--- src/rtl/aes_pkg.sv ---
// AES shared definitions: S-box table, xtime, round-constant seed, key-schedule
// FSM state type and 32-bit word type. Used by keyexpand and aes_sbox.
package aes_pkg;

  typedef logic [31:0] word_t;

  typedef enum logic [1:0] {IDLE, SUB, MIX, DONE} kx_state_t;

  localparam logic [7:0] RCON_INIT = 8'h01;

  localparam logic [7:0] SBOX [256] = '{
    8'h63, 8'h7c, 8'h77, 8'h7b, 8'hf2, 8'h6b, 8'h6f, 8'hc5, 8'h30, 8'h01, 8'h67, 8'h2b, 8'hfe, 8'hd7, 8'hab, 8'h76,
    8'hca, 8'h82, 8'hc9, 8'h7d, 8'hfa, 8'h59, 8'h47, 8'hf0, 8'had, 8'hd4, 8'ha2, 8'haf, 8'h9c, 8'ha4, 8'h72, 8'hc0,
    8'hb7, 8'hfd, 8'h93, 8'h26, 8'h36, 8'h3f, 8'hf7, 8'hcc, 8'h34, 8'ha5, 8'he5, 8'hf1, 8'h71, 8'hd8, 8'h31, 8'h15,
    8'h04, 8'hc7, 8'h23, 8'hc3, 8'h18, 8'h96, 8'h05, 8'h9a, 8'h07, 8'h12, 8'h80, 8'he2, 8'heb, 8'h27, 8'hb2, 8'h75,
    8'h09, 8'h83, 8'h2c, 8'h1a, 8'h1b, 8'h6e, 8'h5a, 8'ha0, 8'h52, 8'h3b, 8'hd6, 8'hb3, 8'h29, 8'he3, 8'h2f, 8'h84,
    8'h53, 8'hd1, 8'h00, 8'hed, 8'h20, 8'hfc, 8'hb1, 8'h5b, 8'h6a, 8'hcb, 8'hbe, 8'h39, 8'h4a, 8'h4c, 8'h58, 8'hcf,
    8'hd0, 8'hef, 8'haa, 8'hfb, 8'h43, 8'h4d, 8'h33, 8'h85, 8'h45, 8'hf9, 8'h02, 8'h7f, 8'h50, 8'h3c, 8'h9f, 8'ha8,
    8'h51, 8'ha3, 8'h40, 8'h8f, 8'h92, 8'h9d, 8'h38, 8'hf5, 8'hbc, 8'hb6, 8'hda, 8'h21, 8'h10, 8'hff, 8'hf3, 8'hd2,
    8'hcd, 8'h0c, 8'h13, 8'hec, 8'h5f, 8'h97, 8'h44, 8'h17, 8'hc4, 8'ha7, 8'h7e, 8'h3d, 8'h64, 8'h5d, 8'h19, 8'h73,
    8'h60, 8'h81, 8'h4f, 8'hdc, 8'h22, 8'h2a, 8'h90, 8'h88, 8'h46, 8'hee, 8'hb8, 8'h14, 8'hde, 8'h5e, 8'h0b, 8'hdb,
    8'he0, 8'h32, 8'h3a, 8'h0a, 8'h49, 8'h06, 8'h24, 8'h5c, 8'hc2, 8'hd3, 8'hac, 8'h62, 8'h91, 8'h95, 8'he4, 8'h79,
    8'he7, 8'hc8, 8'h37, 8'h6d, 8'h8d, 8'hd5, 8'h4e, 8'ha9, 8'h6c, 8'h56, 8'hf4, 8'hea, 8'h65, 8'h7a, 8'hae, 8'h08,
    8'hba, 8'h78, 8'h25, 8'h2e, 8'h1c, 8'ha6, 8'hb4, 8'hc6, 8'he8, 8'hdd, 8'h74, 8'h1f, 8'h4b, 8'hbd, 8'h8b, 8'h8a,
    8'h70, 8'h3e, 8'hb5, 8'h66, 8'h48, 8'h03, 8'hf6, 8'h0e, 8'h61, 8'h35, 8'h57, 8'hb9, 8'h86, 8'hc1, 8'h1d, 8'h9e,
    8'he1, 8'hf8, 8'h98, 8'h11, 8'h69, 8'hd9, 8'h8e, 8'h94, 8'h9b, 8'h1e, 8'h87, 8'he9, 8'hce, 8'h55, 8'h28, 8'hdf,
    8'h8c, 8'ha1, 8'h89, 8'h0d, 8'hbf, 8'he6, 8'h42, 8'h68, 8'h41, 8'h99, 8'h2d, 8'h0f, 8'hb0, 8'h54, 8'hbb, 8'h16
  };

  // Multiply by x in GF(2^8) modulo x^8+x^4+x^3+x+1.
  function automatic logic [7:0] xtime(input logic [7:0] b);
    return {b[6:0], 1'b0} ^ (b[7] ? 8'h1b : 8'h00);
  endfunction

endpackage

--- src/rtl/aes_sbox.sv ---
// AES forward S-box: purely combinational byte substitution from aes_pkg::SBOX.
module aes_sbox
  import aes_pkg::*;
(
  input  logic [7:0] val,
  output logic [7:0] sub
);

  // Table lookup.
  always_comb begin
    sub = SBOX[val];
  end

endmodule

--- src/rtl/keyexpand.sv ---
// AES-128 key schedule. Loads the cipher key on start (round key 0) and
// produces round keys 1..NROUNDS one per next request.
// Byte i lives at bits [8i+7:8i]; word wj at bits [32j+31:32j].
// Build option: KEYEXPAND_PARALLEL_SBOX_EN uses four S-boxes (1-cycle SUB);
// otherwise one shared S-box walks the four bytes over 4 cycles.
module keyexpand
  import aes_pkg::*;
#(
  parameter int unsigned NROUNDS = 10
) (
  input  logic         clk,
  input  logic         rst,
  input  logic         start,
  input  logic [127:0] key,
  input  logic         next,
  output logic [127:0] roundkey,
  output logic [3:0]   round,
  output logic         busy,
  output logic         finish
);

  localparam logic [3:0] LAST_ROUND = 4'(NROUNDS);

  kx_state_t  state;
  logic       start_q;
  logic       next_q;
  logic       start_re;
  logic       next_re;
  logic [7:0] rcon;
  word_t      temp;
  word_t      w3;
  word_t      t;
  word_t      w0n, w1n, w2n, w3n;

`ifdef KEYEXPAND_PARALLEL_SBOX_EN
  word_t      sub_word;

  for (genvar g = 0; g < 4; g++) begin : g_sbox
    aes_sbox u_sbox (.val(temp[8*g +: 8]), .sub(sub_word[8*g +: 8]));
  end
`else
  logic [1:0] cnt;
  logic [7:0] sbox_out;

  aes_sbox u_sbox (.val(temp[{cnt, 3'b000} +: 8]), .sub(sbox_out));
`endif

  // Rising-edge detection on the request inputs and next-round-key datapath.
  always_comb begin
    start_re = start & ~start_q;
    next_re  = next & ~next_q;
    w3       = roundkey[127:96];
    t        = temp ^ {24'h0, rcon};
    w0n      = roundkey[31:0] ^ t;
    w1n      = roundkey[63:32] ^ w0n;
    w2n      = roundkey[95:64] ^ w1n;
    w3n      = roundkey[127:96] ^ w2n;
  end

  // Key-schedule FSM; start always preempts whatever is in progress.
  always_ff @(posedge clk or posedge rst) begin
    if (rst) begin
      state    <= IDLE;
      start_q  <= 1'b0;
      next_q   <= 1'b0;
      roundkey <= '0;
      round    <= '0;
      busy     <= 1'b0;
      finish   <= 1'b0;
      rcon     <= RCON_INIT;
      temp     <= '0;
`ifndef KEYEXPAND_PARALLEL_SBOX_EN
      cnt      <= '0;
`endif
    end else begin
      start_q <= start;
      next_q  <= next;
      finish  <= 1'b0;
      if (start_re) begin
        roundkey <= key;
        round    <= '0;
        rcon     <= RCON_INIT;
        busy     <= 1'b0;
        state    <= DONE;
`ifndef KEYEXPAND_PARALLEL_SBOX_EN
        cnt      <= '0;
`endif
      end else begin
        case (state)
          IDLE: begin
            if (next_re && (round < LAST_ROUND)) begin
              // temp holds RotWord(w3) and is substituted in place during SUB.
              temp  <= {w3[7:0], w3[31:8]};
              busy  <= 1'b1;
              state <= SUB;
`ifndef KEYEXPAND_PARALLEL_SBOX_EN
              cnt   <= '0;
`endif
            end
          end
          SUB: begin
`ifdef KEYEXPAND_PARALLEL_SBOX_EN
            temp  <= sub_word;
            state <= MIX;
`else
            temp[{cnt, 3'b000} +: 8] <= sbox_out;
            cnt <= cnt + 2'd1;
            if (cnt == 2'd3) state <= MIX;
`endif
          end
          MIX: begin
            roundkey <= {w3n, w2n, w1n, w0n};
            round    <= round + 4'd1;
            rcon     <= xtime(rcon);
            busy     <= 1'b0;
            state    <= DONE;
          end
          DONE: begin
            finish <= 1'b1;
            state  <= IDLE;
          end
          default: state <= IDLE;
        endcase
      end
    end
  end

endmodule

--- config.mk ---
export PLATFORM = sky130hd
export DESIGN_NAME = keyexpand
export DESIGN_NICKNAME = d
export VERILOG_FILES = /design/src/rtl/aes_pkg.sv /design/src/rtl/aes_sbox.sv /design/src/rtl/keyexpand.sv
export SDC_FILE = /design/constraint.sdc
export NUM_CORES = 1
export LEC_CHECK = 0
export ABC_AREA = 1
export CAP_MARGIN = 30
export CORE_ASPECT_RATIO = 1.4
export CORE_MARGIN = 2
export CORE_UTILIZATION = 40
export DETAILED_ROUTE_END_ITERATION = 10
export PLACE_DENSITY_LB_ADDON = 0.3
export SYNTH_ARGS = -nofsm -noshare
export SYNTH_HDL_FRONTEND = slang
export SYNTH_HIERARCHICAL = 1
export SYNTH_SLANG_ARGS = --single-unit
--- constraint.sdc ---
create_clock -name clk -period 7.49 [get_ports clk]
set_input_delay 1.1235 -clock clk [delete_from_list [all_inputs] [get_ports clk]]
set_output_delay 1.1235 -clock clk [all_outputs]
set_load 0.01 [all_outputs]
==> results of run 1 <==
worst reg2reg max path: stages, from the launching register on:
cell and delay (ps):
dfrtp_1 800, inv_2 420, o21ai_0 270, a21oi_1 60
a21oi_1 150, buf_4 270, inv_1 270, ha_1 490
inv_1 100, nand2_1 430, nand2_1 280, inv_1 240
nand2_1 90, nand3_1 90, nand2_1 70, nand3_1 70
nand3_1 90, nand2_1 210, nand3_1 230, o22ai_1 320
nand2_1 80, o21ai_0 110
cells by family after synthesis:
group           after synthesis  synth area share [%]
flops                       180                  33.3
buf+inv                     327                  10.3
fa+ha+maj                    24                  2.22
xor+xnor                     31                  2.01
compound gates              272                  12.7
simple gates               1256                  39.4
per-layer routing:
layer	vias to the layer above	global-route usage [%]	part of all wire, %
met5	-	0	0
met4	0	21.4	7.2
met3	189	4.62	6.3
met2	695	57.1	50
met1	7480	37.5	37
li1	7243	-	-
final cells by class:
type / instances / area, sq um
flip-flops and latches: 180 / 4510
repair buffers: 285 / 2820
well taps: 445 / 557
inverters: 215 / 815
clock buffers: 23 / 498
fillers: 3418 / 16300
multi-input cells: 1583 / 7670
clock inverters: 9 / 118
state kept, by name, summed over array words and instances, names as in the netlist:
name,cells
busy,1
cnt,2
finish,1
next_q,1
rcon,8
round,4
roundkey,128
start_q,1
state,2
temp,32
synth_stat cells (all sizes together), types with 2 or more instances:
cell type	n	share of area, %
inv	215	6.0
nand2	796	22
o22ai	32	1.5
o21bai	8	0.44
o211ai	64	3.6
o21ai	79	3.0
o221ai	20	1.3
nor2	79	2.5
ha	24	2.2
o32ai	8	0.52
nand4	33	1.5
clkbuf	26	0.72
xor2	14	0.91
nand3b	13	0.72
dfrtp	179	33
a21oi	58	2.2
nor3	2	0.074
nand3	331	12
xnor2	17	1.1
buf	86	3.6
final timing paths:
kind | slack, ps | endpoint | cells past startpoint | start
max | 2280 | temp[13]$_DFFE_PP0P_ | 21 | cnt[0]$_DFFE_PP0P_
min | 500 | busy$_DFFE_PP0P_ | 2 | busy$_DFFE_PP0P_
max reg2reg | 2280 | temp[13]$_DFFE_PP0P_ | 21 | cnt[0]$_DFFE_PP0P_
min reg2reg | 500 | busy$_DFFE_PP0P_ | 2 | busy$_DFFE_PP0P_
max in group asynchronous | 4900 | roundkey[41]$_DFFE_PP0P_ | 3 | rst
min in group asynchronous | 1130 | roundkey[91]$_DFFE_PP0P_ | 2 | rst
metrics by stage:
stage                     worst slack [ps]  hold slack, ps  std cells
final                                 2280             502       2740
after global routing                  2020             538       2740
after CTS                             2510             503       2740
after detailed placement              2530             485       2708
after global placement                2570             470       2707
after floorplan                       1480             503       2090
==> results by group, run 1 <==
GRT
  • All-layer global routing usage: about a third
  • Remaining Overflow, GRT: 0
  • First-pass GRT wire length: about 90000 microns
  • Vias in the first global route: 15200
  • Largest net degree at the start of global routing: 92
  • Initial antenna violation count: 0

Timing
  • Fin. max-slew vios: 0
  • Endpoints failing setup: 0
  • Slew margin rel.: between 20% and 30%
  • Worst-margin pin slew: 1120 ps
  • Setup Skew: ~15 ps
  • Hold violation total from the final report: 0
  • Max Fclk: ~190 MHz
  • Final Critical Period: between 5000 and 6000 ps
  • Tcrit/Tclk final: between 60 and 70%
  • Setup TNS: 0 ps
  • RSZ-0062 raised after global routing: false

Placed design
  • DP Area: 0.0164 sq mm
  • Input/output buffers: around 270
  • GPL Wtd Cong: 1.04
  • DP Wirelength: roughly 43000 microns

Layout
  • Most common cell after layout, fill and taps aside: nand2_1
  • P&R area growth vs syn: 25.6%
  • Nets@finish: 2438
  • Ant diodes: 0
  • Most frequent cells in the layout: nand2_1, nand3_1, clkdlybuf4s50_1
  • Design area: 0.0170 sq mm
  • Final Util: between 50% and 60%
  • Share of cells above drive strength 1: about 3.5%

Critical path
  • Buffers & Inverters on Critical Path: 5
  • CP Class: flop to flop
  • CP arrival: around 5600 ps
  • Worst setup EP type: flop
  • Crit path largest cell delay: ~800 ps
  • CP Launch Type: flop
  • Crit-path slowest cell: dfrtp_1
  • Worst path top cell family by delay: simple AND/OR/NAND/NOR gates
  • CP Max Fanout: 30
  • Crit path top cell by count: nand2_1
  • Worst-path cell chain: inv_2 -> o21ai_0 -> a21oi_1 -> a21oi_1 -> buf_4 -> inv_1 -> ha_1 -> inv_1 -> nand2_1 -> nand2_1 -> inv_1 -> nand2_1 -> nand3_1 -> nand2_1 -> nand3_1 -> nand3_1 -> nand2_1 -> nand3_1 -> o22ai_1 -> nand2_1 -> o21ai_0
  • WP data required: around 8000 ps

Synth
  • Number of enable flip-flop cells after synthesis: 0
  • Synth unique cells: 40
  • Post-synthesis sequential area ratio: between 30% and 40%
  • Syn_area_per_cell: approximately 6.5 sq um
  • Ys Warns: 6
  • Mapped Area: between 0.01 and 0.015 sq mm
  • Ys async rst share: 100%
  • Seq cells post-synth: 180
  • Post-synthesis net count: 2246
  • Post-Synthesis Cells: about 2100
  • Main synth FF type: dfrtp_1

Clock tree
  • TritonCTS clock tree: yes
  • CTS max path bufs: 2
  • # hold bufs at CTS: 0
  • # Post-CTS Setup Buffers: 0
  • H-tree Lvls: 4
  • Post-CTS Resized: 0
  • Clk slew on worst S/H paths: roughly 70 ps
  • CTS sink cnt: 180
  • Later-pin clock latency in the skew report: 460 ps
  • CTS root buf: clkbuf_16
  • Number of buffers created by CTS: 17

Route
  • Drt via density: ~5.7
  • Drt drc: 0
  • Drt first pass iters: 5
  • Final antenna-violating net count: 0
  • Iter 0 DRT Violations: approximately 1500
  • Drt wl/cell: roughly 21 microns
  • Via count: roughly 16000
  • Final wirelength: 58700 microns

Die
  • Num rows: between 70 and 80
  • Die Span Y: roughly 220 microns
  • Die X: about 160 microns
  • Initial Util: between 40% and 50%
  • Die area: approximately 0.035 sq mm
  • Io pins: between 200 and 300
  • Core area: about 0.033 sq mm

Flow run
  • Max_cap viols: 0

Run status
  • Status: finished, final reports clean

Hold path
  • Worst min path class: flop to flop
Power of run 1 is not shown: default switching activity piles up to over one toggle a cycle in this logic, so the estimate is an artifact.
==> inputs of run 2 (changes only) <==
clock period = 5.2 ns   (was 7.49 ns; I/O delays follow)
==> run 2 against run 1 <==
Compared with the run above:
- hold slack improved by 29 ps
- fmax increased by 22%
- register-to-register slack got worse by 1400 ps
- clock skew about the same
- final cell count increased by 0.88%
- count of clock-buffer cells in the layout decreased by 5
- via count decreased by 0.83%
- sequential share of layout area decreased by 0.34 points
- worst setup slack got worse by 1400 ps
- design area increased by 1.3%
- global-route usage increased by 1.3 points
- die area unchanged
==> results by group, run 2 (same netlist as run 1, synthesis figures left out) <==
GRT
  • First-pass GRT wire length: 91400 microns (+2.0%)
  • All-layer global routing usage: 34.1% (+1.3 points)
  • Largest net degree at the start of global routing: 140 (+52%)
  • Vias in the first global route: 14900 (-1.9%)
  • Initial antenna violation count: 1 (+1)
  • Remaining Overflow, GRT: 0 (unchanged)

Placed design
  • DP Wirelength: 46400 microns (+6.7%)
  • GPL Wtd Cong: 1.00 (-3.5%)
  • Input/output buffers: 265 (unchanged)

Layout
  • Most frequent cells in the layout: nand2_1, nand3_1, clkdlybuf4s50_1
  • Reg with most FFs: roundkey
  • Most common cell after layout, fill and taps aside: nand2_1
  • Largest regs: roundkey (128), temp (32), rcon (8)
  • Sequential Area: 0.00451 sq mm (unchanged)
  • Share of cells above drive strength 1: 4.53% (+1.0 points)
  • Max reg flops: 128 (unchanged)
  • Nets@finish: 2461 (+0.94%)
  • P&R area growth vs syn: 27.3%
  • Multi-input combinational cell area: 0.00766 sq mm (-0.20%)
  • Fill cells: 3409 (-0.26%)

Timing
  • Tcrit/Tclk final: 82.2% (+13 points)
  • Setup TNS: 0 ps (unchanged)
  • Setup Skew: 15.1 ps (+0.0269 ps)
  • Worst-margin pin slew: 790 ps (-330 ps)
  • Slew margin rel.: 47.2% (+22 points)
  • Fin. max-slew vios: 0 (unchanged)
  • Max Fclk: 234 MHz (+22%)
  • Endpoints failing setup: 0 (unchanged)
  • RSZ-0062 raised after global routing: false
  • Hold violation total from the final report: 0 (unchanged)
  • Final Critical Period: 4280 ps (-939 ps)

Clock tree
  • # hold bufs at CTS: 0 (unchanged)
  • TritonCTS clock tree: yes
  • Number of buffers created by CTS: 17 (unchanged)
  • # Post-CTS Setup Buffers: 0 (unchanged)
  • Post-CTS Resized: 0 (unchanged)
  • CTS root buf: clkbuf_16
  • Later-pin clock latency in the skew report: 460 ps (about the same)
  • Clk slew on worst S/H paths: 80 ps (about the same)
  • CTS sink cnt: 180 (unchanged)
  • H-tree Lvls: 4 (unchanged)
  • CTS max path bufs: 2 (unchanged)

Hold path
  • Hold Path End: busy$_DFFE_PP0P_
  • Critical hold path startpoint: busy$_DFFE_PP0P_
  • Hold Crit Depth: 2 (unchanged)
  • Worst min path class: flop to flop

Route
  • Drt drc: 0 (unchanged)
  • Final antenna-violating net count: 0 (unchanged)
  • Via count: 15500 (-0.83%)
  • Iter 0 DRT Violations: 1159 (-23%)
  • Drt wl/cell: 22.1 microns (+3.1%)
  • Final wirelength: 61100 microns (+4.0%)
  • Drt via density: 5.60 (-1.7%)
  • Drt first pass iters: 6 (+1)

Critical path
  • WP data required: 5590 ps (-2250 ps)
  • R2r endpoint: temp[25]$_DFFE_PP0P_
  • Crit-path slowest cell: inv_1
  • R2r setup slk: 920 ps (-1350 ps)
  • Reg2reg start: cnt[1]$_DFFE_PP0P_
  • CP arrival: 4670 ps (-900 ps)
  • Crit path top cell by count: nand2_1
  • Worst-path cell chain: inv_1 -> o21ai_0 -> a21oi_1 -> a21oi_1 -> buf_4 -> inv_1 -> ha_1 -> inv_1 -> nand2_1 -> nand2_1 -> inv_1 -> nand2_1 -> nand3_1 -> nand2_1 -> nor2_1 -> nand2_1 -> nand3_1 -> nand2_1 -> nand3_1 -> o22ai_1 -> nand2_1 -> o21ai_2
  • R2R cell count: 22 (+4.8%)
  • CP Class: flop to flop
  • Worst path top cell family by delay: simple AND/OR/NAND/NOR gates
  • Worst setup EP type: flop
  • Crit path largest cell delay: 460 ps (-340 ps)
  • CP Max Fanout: 20 (-33%)
  • Buffers & Inverters on Critical Path: 5 (unchanged)
  • CP Launch Type: flop

Flow run
  • Max_cap viols: 0 (unchanged)

Die
  • Core area: 0.0333 sq mm (unchanged)
  • Die X: 159 microns (unchanged)
  • Die area: 0.0353 sq mm (unchanged)
  • Num rows: 79 (unchanged)
  • Initial Util: 40.6% (unchanged)
  • Io pins: 266 (unchanged)
  • Die Span Y: 221 microns (unchanged)

Run status
  • Status: finished, final reports clean
-- run 2: changes by cell type in the layout (fill, tap and decap cells not counted), sizes merged --
cell and delta:
diode +1, inv +6, bufinv -1, clkinv +1, buf +23, clkbuf -5, clkinvlp -1
-- run 2: area by class of cell --
type	count	area share (%)
clock buffers	18	2.55
flip-flops and latches	180	26.2
repair buffers	308	17.8
inverters	215	4.73
multi-input cells	1583	44.5
clock inverters	14	0.916
diodes	1	0.0145
well taps	445	3.24
-- run 2: how the worst max path moves through the flow --
stage	start	end	slack, ps	cells past startpoint
global route	cnt[1]$_DFFE_PP0P_	temp[17]$_DFFE_PP0P_	660	22
global placement	cnt[1]$_DFFE_PP0P_	temp[25]$_DFFE_PP0P_	1180	22
floorplan	cnt[1]$_DFFE_PP0P_	temp[19]$_DFFE_PP0P_	1570	21
detailed placement	cnt[1]$_DFFE_PP0P_	temp[25]$_DFFE_PP0P_	1120	22
finish	cnt[1]$_DFFE_PP0P_	temp[25]$_DFFE_PP0P_	920	22
CTS	cnt[1]$_DFFE_PP0P_	temp[25]$_DFFE_PP0P_	1080	22
-- run 2: through the flow --
stage	util, %	instances	instance area, sq um	worst slack (ps)	hold slack, ps
final	51.6	2764	17200	924	531
after floorplan	-	2090	13500	1570	503
after CTS	51.6	2762	17200	1080	535
after global placement	49.7	2729	16600	1180	504
after global routing	51.6	2764	17200	661	558
after detailed placement	49.8	2730	16600	1120	506
-- run 2: per-layer routing --
metal	up-vias	part of all wire (%)	GRT usage [%]
met5	-	0	0
met4	0	7.9	24.0
met3	205	5.9	5.07
met2	707	50	59.6
met1	7259	36	37.8
li1	7306	-	-
-- run 2: tightest hold or removal path: stages, from the launching register on --
cell	delay (ps)
dfrtp_1	370
nand2_1	60
o21ai_0	70
Power of run 2 is left out for the same reason.
==> inputs of run 3 (changes only) <==
clock period = 3.6 ns   (was 5.2 ns; I/O delays follow)
==> run 3 against run 2 <==
Compared with the run above:
- design area up 4.8%
- die area unchanged
- highest routed layer unchanged
- sequential share of layout area fell by 1.2 points
==> results by group, run 3 (same netlist as run 1, synthesis figures left out) <==
Run status
  • Status: finished, final reports clean

Layout
  • Nets@finish: 2550 (+3.6%)
  • P&R area growth vs syn: 33.4%
  • Share of cells above drive strength 1: 8.48% (+3.9 points)
  • Most common cell after layout, fill and taps aside: nand2_1
  • Most frequent cells in the layout: nand2_1, nand3_1, clkdlybuf4s50_1
  • Max reg flops: 128 (unchanged)
  • Reg with most FFs: roundkey
  • Largest regs: roundkey (128), temp (32), rcon (8)
  • Fill cells: 3353 (-1.6%)

Critical path
  • R2R cell count: 22 (unchanged)
  • CP Class: flop to flop
  • CP Launch Type: flop
  • CP Max Fanout: 13 (-35%)
  • R2r endpoint: temp[27]$_DFFE_PP0P_
  • Worst setup EP type: flop
  • R2r setup slk: 160 ps (-770 ps)
  • CP Launch Point: cnt[0]$_DFFE_PP0P_
  • Reg2reg start: cnt[0]$_DFFE_PP0P_
  • Setup crit end: temp[27]$_DFFE_PP0P_
  • CP arrival: 3820 ps (-850 ps)
  • WP data required: 3980 ps (-1610 ps)

Timing
  • Worst hold slack: 510 ps (-20.6 ps)
  • Worst-margin pin slew: 764 ps (-26.0 ps)
  • Final Critical Period: 3440 ps (-833 ps)
  • Setup TNS: 0 ps (unchanged)
  • Slew margin rel.: 48.9% (+1.7 points)
  • Max Fclk: 290 MHz (+24%)
  • Fin. max-slew vios: 0 (unchanged)
  • Tcrit/Tclk final: 95.6% (+13 points)
  • RSZ-0062 raised after global routing: false
  • Setup Skew: 14.8 ps (-0.288 ps)
  • Endpoints failing setup: 0 (unchanged)
  • Hold violation total from the final report: 0 (unchanged)

Clock tree
  • Number of buffers created by CTS: 17 (unchanged)
  • TritonCTS clock tree: yes
  • CTS root buf: clkbuf_16
  • H-tree Lvls: 4 (unchanged)
  • Later-pin clock latency in the skew report: 470 ps (about the same)
  • Clk slew on worst S/H paths: 70 ps (about the same)
  • CTS max path bufs: 2 (unchanged)
  • CTS sink cnt: 180 (unchanged)
  • # hold bufs at CTS: 0 (unchanged)

GRT
  • All-layer global routing usage: 36.9% (+2.8 points)
  • Initial antenna violation count: 1 (unchanged)
  • Largest net degree at the start of global routing: 134 (-4.3%)
  • Vias in the first global route: 16100 (+7.9%)
  • First-pass GRT wire length: 98900 microns (+8.3%)
  • Remaining Overflow, GRT: 0 (unchanged)

Hold path
  • Worst min path class: flop to flop
  • Hold Crit Depth: 2 (unchanged)

Route
  • Drt first pass iters: 6 (unchanged)
  • Iter 0 DRT Violations: 1515 (+31%)
  • Final wirelength: 65400 microns (+7.1%)
  • Final antenna-violating net count: 0 (unchanged)
  • Drt via density: 5.66 (+1.1%)
  • Drt drc: 0 (unchanged)
  • Drt wl/cell: 22.9 microns (+3.8%)
  • Via count: 16200 (+4.4%)

Die
  • Die area: 0.0353 sq mm (unchanged)
  • Core area: 0.0333 sq mm (unchanged)
  • Io pins: 266 (unchanged)
  • Num rows: 79 (unchanged)
  • Die Span Y: 221 microns (unchanged)
  • Die X: 159 microns (unchanged)
  • Initial Util: 40.6% (unchanged)

Placed design
  • Input/output buffers: 265 (unchanged)
  • DP Wirelength: 51100 microns (+10%)
  • GPL Wtd Cong: 1.06 (+5.4%)

Flow run
  • Max_cap viols: 0 (unchanged)
==> run 3: stage by stage <==
step / cells / utilization, % / cell area [sq um] / setup slack (ps)
finish: 2852 / 54.1 / 18000 / 157
global route: 2852 / 54.1 / 18000 / 41.8
CTS: 2851 / 54.0 / 18000 / 91.1
detailed placement: 2820 / 52.2 / 17400 / 125
global placement: 2820 / 52.2 / 17400 / 130
floorplan: 2090 / - / 13500 / 139
==> run 3: what timing repair did <==
item,CTS,global route
gates resized for setup,0,11
endpoints found under the setup margin,0,19
setup buffers,0,0
==> run 3: how the worst min path moves through the flow <==
stage,from,to,slack [ps]
finish,busy$_DFFE_PP0P_,busy$_DFFE_PP0P_,510
global route,busy$_DFFE_PP0P_,busy$_DFFE_PP0P_,540
CTS,busy$_DFFE_PP0P_,busy$_DFFE_PP0P_,510
detailed placement,busy$_DFFE_PP0P_,busy$_DFFE_PP0P_,480
global placement,busy$_DFFE_PP0P_,busy$_DFFE_PP0P_,500
floorplan,state[1]$_DFFE_PP0P_,state[1]$_DFFE_PP0P_,500
==> run 3: cell type report <==
cell class / instances / area, sq um / share of cell area [%]
timing repair buffer: 397 / 3840 / 21.3
tap: 445 / 557 / 3.09
sequential: 180 / 4510 / 25.0
antenna: 1 / 2.50 / 0.0139
inverter: 215 / 813 / 4.51
clock inverter: 13 / 169 / 0.937
multi-input combinational: 1583 / 7700 / 42.7
clock buffer: 18 / 439 / 2.44
==> run 3: critical path, stage by stage (launching register included) <==
cell	delay (ps)
dfrtp_1	410
inv_2	170
o21ai_0	140
a21oi_1	170
a21oi_2	50
inv_1	100
buf_4	210
ha_2	270
nand2_1	140
buf_4	180
nand2_1	180
nand2_1	130
nand3_1	120
nand2_1	60
nand2_1	50
nand3_1	100
nand2_1	100
nand2_1	70
nand2_1	110
nand3_1	200
o22ai_1	230
nand2_1	80
o21ai_0	90
==> run 3: routing by layer <==
layer  track usage, %  vias up  wire, microns  part of all wire, %
li1                 -     7472              -                    -
met1             40.0     7690          23500                   36
met2             65.6      749          33100                   51
met3             5.44      241           3460                  5.3
met4             26.3        0           5360                  8.2
met5                0        -              0                    0
Power of run 3 is left out for the same reason.
==> edit: new RTL, flow settings as in run 1 <==
Add an input register stage for `key`, without a reset; this delays it by one clock. The other inputs are not delayed to match.
--- a/src/rtl/keyexpand.sv
+++ b/src/rtl/keyexpand.sv
@@ -20,6 +20,12 @@
 );
 
   localparam logic [3:0] LAST_ROUND = 4'(NROUNDS);
+
+  logic [127:0] key_q;
+
+  always_ff @(posedge clk) begin
+    key_q <= key;
+  end
 
   kx_state_t  state;
   logic       start_q;
@@ -77,7 +83,7 @@
       next_q  <= next;
       finish  <= 1'b0;
       if (start_re) begin
-        roundkey <= key;
+        roundkey <= key_q;
         round    <= '0;
         rcon     <= RCON_INIT;
         busy     <= 1'b0;
Function: changed (Yosys sat finds a counterexample within 4 cycles, from zero or initial values and one cycle with rst high).
==> edit against run 1 <==
Synthesized area grew 19%; design area grew 19%; non-clock buffer count grew 2; worst setup slack gained 0.23 ns; critical path depth shrank 1; global-route usage shrank 2.8 points; maximum frequency grew 4.6%; hold slack lost 0.054 ns; wire length grew 9.1%; sequential cell count grew 128; highest routed layer unchanged; first-iteration DRC count shrank 2.3%.
Power is not shown: default switching activity piles up to over one toggle a cycle in this logic, so the estimate is an artifact.
==> edit: results (changes against run 1) <==
{| class="wikitable"
! Metric !! Value
|-
| Flop2flop setup slack || 2.51 ns (+0.23 ns)
|-
| Largest registers ranked by flip-flop count || key_q x128, roundkey x128, temp x32
|-
| HPWL reported at the end of detailed placement || 46100 µm (+6.0%)
|-
| Drt pass-1 iters || 6 (+1)
|-
| Biggest area contributors in the synthesized netlist || sky130_fd_sc_hd__dfrtp_1 28%, sky130_fd_sc_hd__nand2_1 18%, sky130_fd_sc_hd__dfxtp_1 16%
|-
| DR WL/cell || 21.5 µm (+0.29%)
|-
| Violation count after the first detailed-routing iteration || 1476 (-2.3%)
|-
| Run status || completed
|-
| Top cell family by delay on the critical path || simple AND/OR/NAND/NOR gates
|-
| Pin slew with the least headroom to its limit || 0.918 ns (-0.202 ns)
|-
| Per-cell via count in the routed design || 5.52 (-3.2%)
|-
| Worst path arrival time || 5.51 ns (-0.06 ns)
|-
| Class of the tightest hold or removal check || reg -> reg
|-
| Number of global-route vias before repair || 16200 (+6.3%)
|-
| Number of nets with antenna violations after routing || 0 (unchanged)
|-
| Final Skew || 0.0315 ns (+0.0165 ns)
|-
| Share of synthesized flip-flops with an asynchronous set or reset || 0.584 (-0.416)
|-
| Total instance count after detailed placement || 2922 (+7.9%)
|-
| Proportion of layout cells with a drive suffix above 1 || 0.0428 (+0.00753)
|-
| Slowest stage delay, CP || 0.88 ns (+0.08 ns)
|-
| Sequential share of the synthesized area || 0.440 (+0.106)
|-
| Longest Clk Path Bufs || 3 (+1)
|-
| Gate count of the mapped netlist || 2219 (+6.2%)
|-
| Last weighted congestion value of the routability-driven placer || 1.06 (+2.4%)
|-
| Worst slack on hold paths || 0.448 ns (-0.0537 ns)
|-
| Antenna violations before repair || 0 (unchanged)
|-
| H-tree levels || 1 (-3)
|-
| Net count reported at finish || 2583 (+5.9%)
|-
| Largest net degree at the start of global routing || 115 (+25%)
|-
| Finished Layout Cells || 2980 (+8.8%)
|-
| Commonest cells post-synth || 778 x sky130_fd_sc_hd__nand2_1, 371 x sky130_fd_sc_hd__nand3_1, 182 x sky130_fd_sc_hd__inv_1
|-
| Worst-skew pair later-pin latency || 0.59 ns (+0.13 ns)
|-
| Highest net fanout along the worst path || 28 (-6.7%)
|-
| Wire length of the first global-routing pass || 96000 µm (+7.2%)
|-
| Distinct cell type count of the synthesized netlist || 41 (+2.5%)
|-
| Num CTS Buffers || 31 (+14)
|-
| Overall track demand over capacity in global routing || 0.300 (-0.0279)
|-
| Post-synthesis net count || 2375 (+5.7%)
|}
-- edit: cell count changes after synthesis, moves of 11 or more --
| cell | before | now |
|---|---|---|
| sky130_fd_sc_hd__o21ai_0 | 72 | 98 |
| sky130_fd_sc_hd__inv_1 | 209 | 182 |
| sky130_fd_sc_hd__nand2_1 | 794 | 778 |
| sky130_fd_sc_hd__nand3_1 | 330 | 371 |
| sky130_fd_sc_hd__clkbuf_1 | 26 | 39 |
| sky130_fd_sc_hd__a21oi_1 | 57 | 25 |
| sky130_fd_sc_hd__dfxtp_1 | 0 | 128 |
| sky130_fd_sc_hd__o221ai_1 | 20 | 0 |
| sky130_fd_sc_hd__nand3b_1 | 13 | 2 |
-- edit: cell type report --
class                      count  area (µm²)
sequential                   308        7070
timing repair buffer         287        2830
multi-input combinational   1610        7840
fill                        3890       19300
clock buffer                  47         940
clock inverter                11         168
inverter                     189         723
tap                          528         661
-- edit: layer usage --
layer | share of wire | global-route usage | vias up
met5 | 0 | 0 | -
met4 | 0.074 | 0.202 | 0
met2 | 0.49 | 0.532 | 711
li1 | - | - | 7713
met1 | 0.37 | 0.338 | 7809
met3 | 0.060 | 0.0395 | 202
-- edit: path summary, 6_finish.rpt --
kind,from,endpoint,cells after the start
worst max register to register,cnt[0],temp[6],20
worst max-delay path,cnt[0],temp[6],20
worst min register to register,key_q[106],roundkey[106],2
min in group asynchronous,rst,roundkey[107],2
worst min-delay path,key_q[106],roundkey[106],2
max in group asynchronous,rst,roundkey[84],3
-- edit: cell families (layout without fill, tap and decap cells) --
logic type	Yosys count	after routing	share of synthesized area
AOI/OAI and AO/OA	263	263	0.102
buffers and inverters	301	534	0.0770
adders and majority gates	24	24	0.0187
DFF	308	308	0.440
xor gates and xnor gates	51	51	0.0278
and+or+nand+nor	1272	1272	0.334
-- edit: through the flow --
step                      utilization  area, µm²  worst slack [ns]
after floorplan                     -      16100              1.48
after global placement          0.483      19100              2.64
after detailed placement        0.484      19100              2.65
after CTS                       0.512      20200              2.65
after global routing            0.512      20200              2.23
final                           0.512      20200              2.51
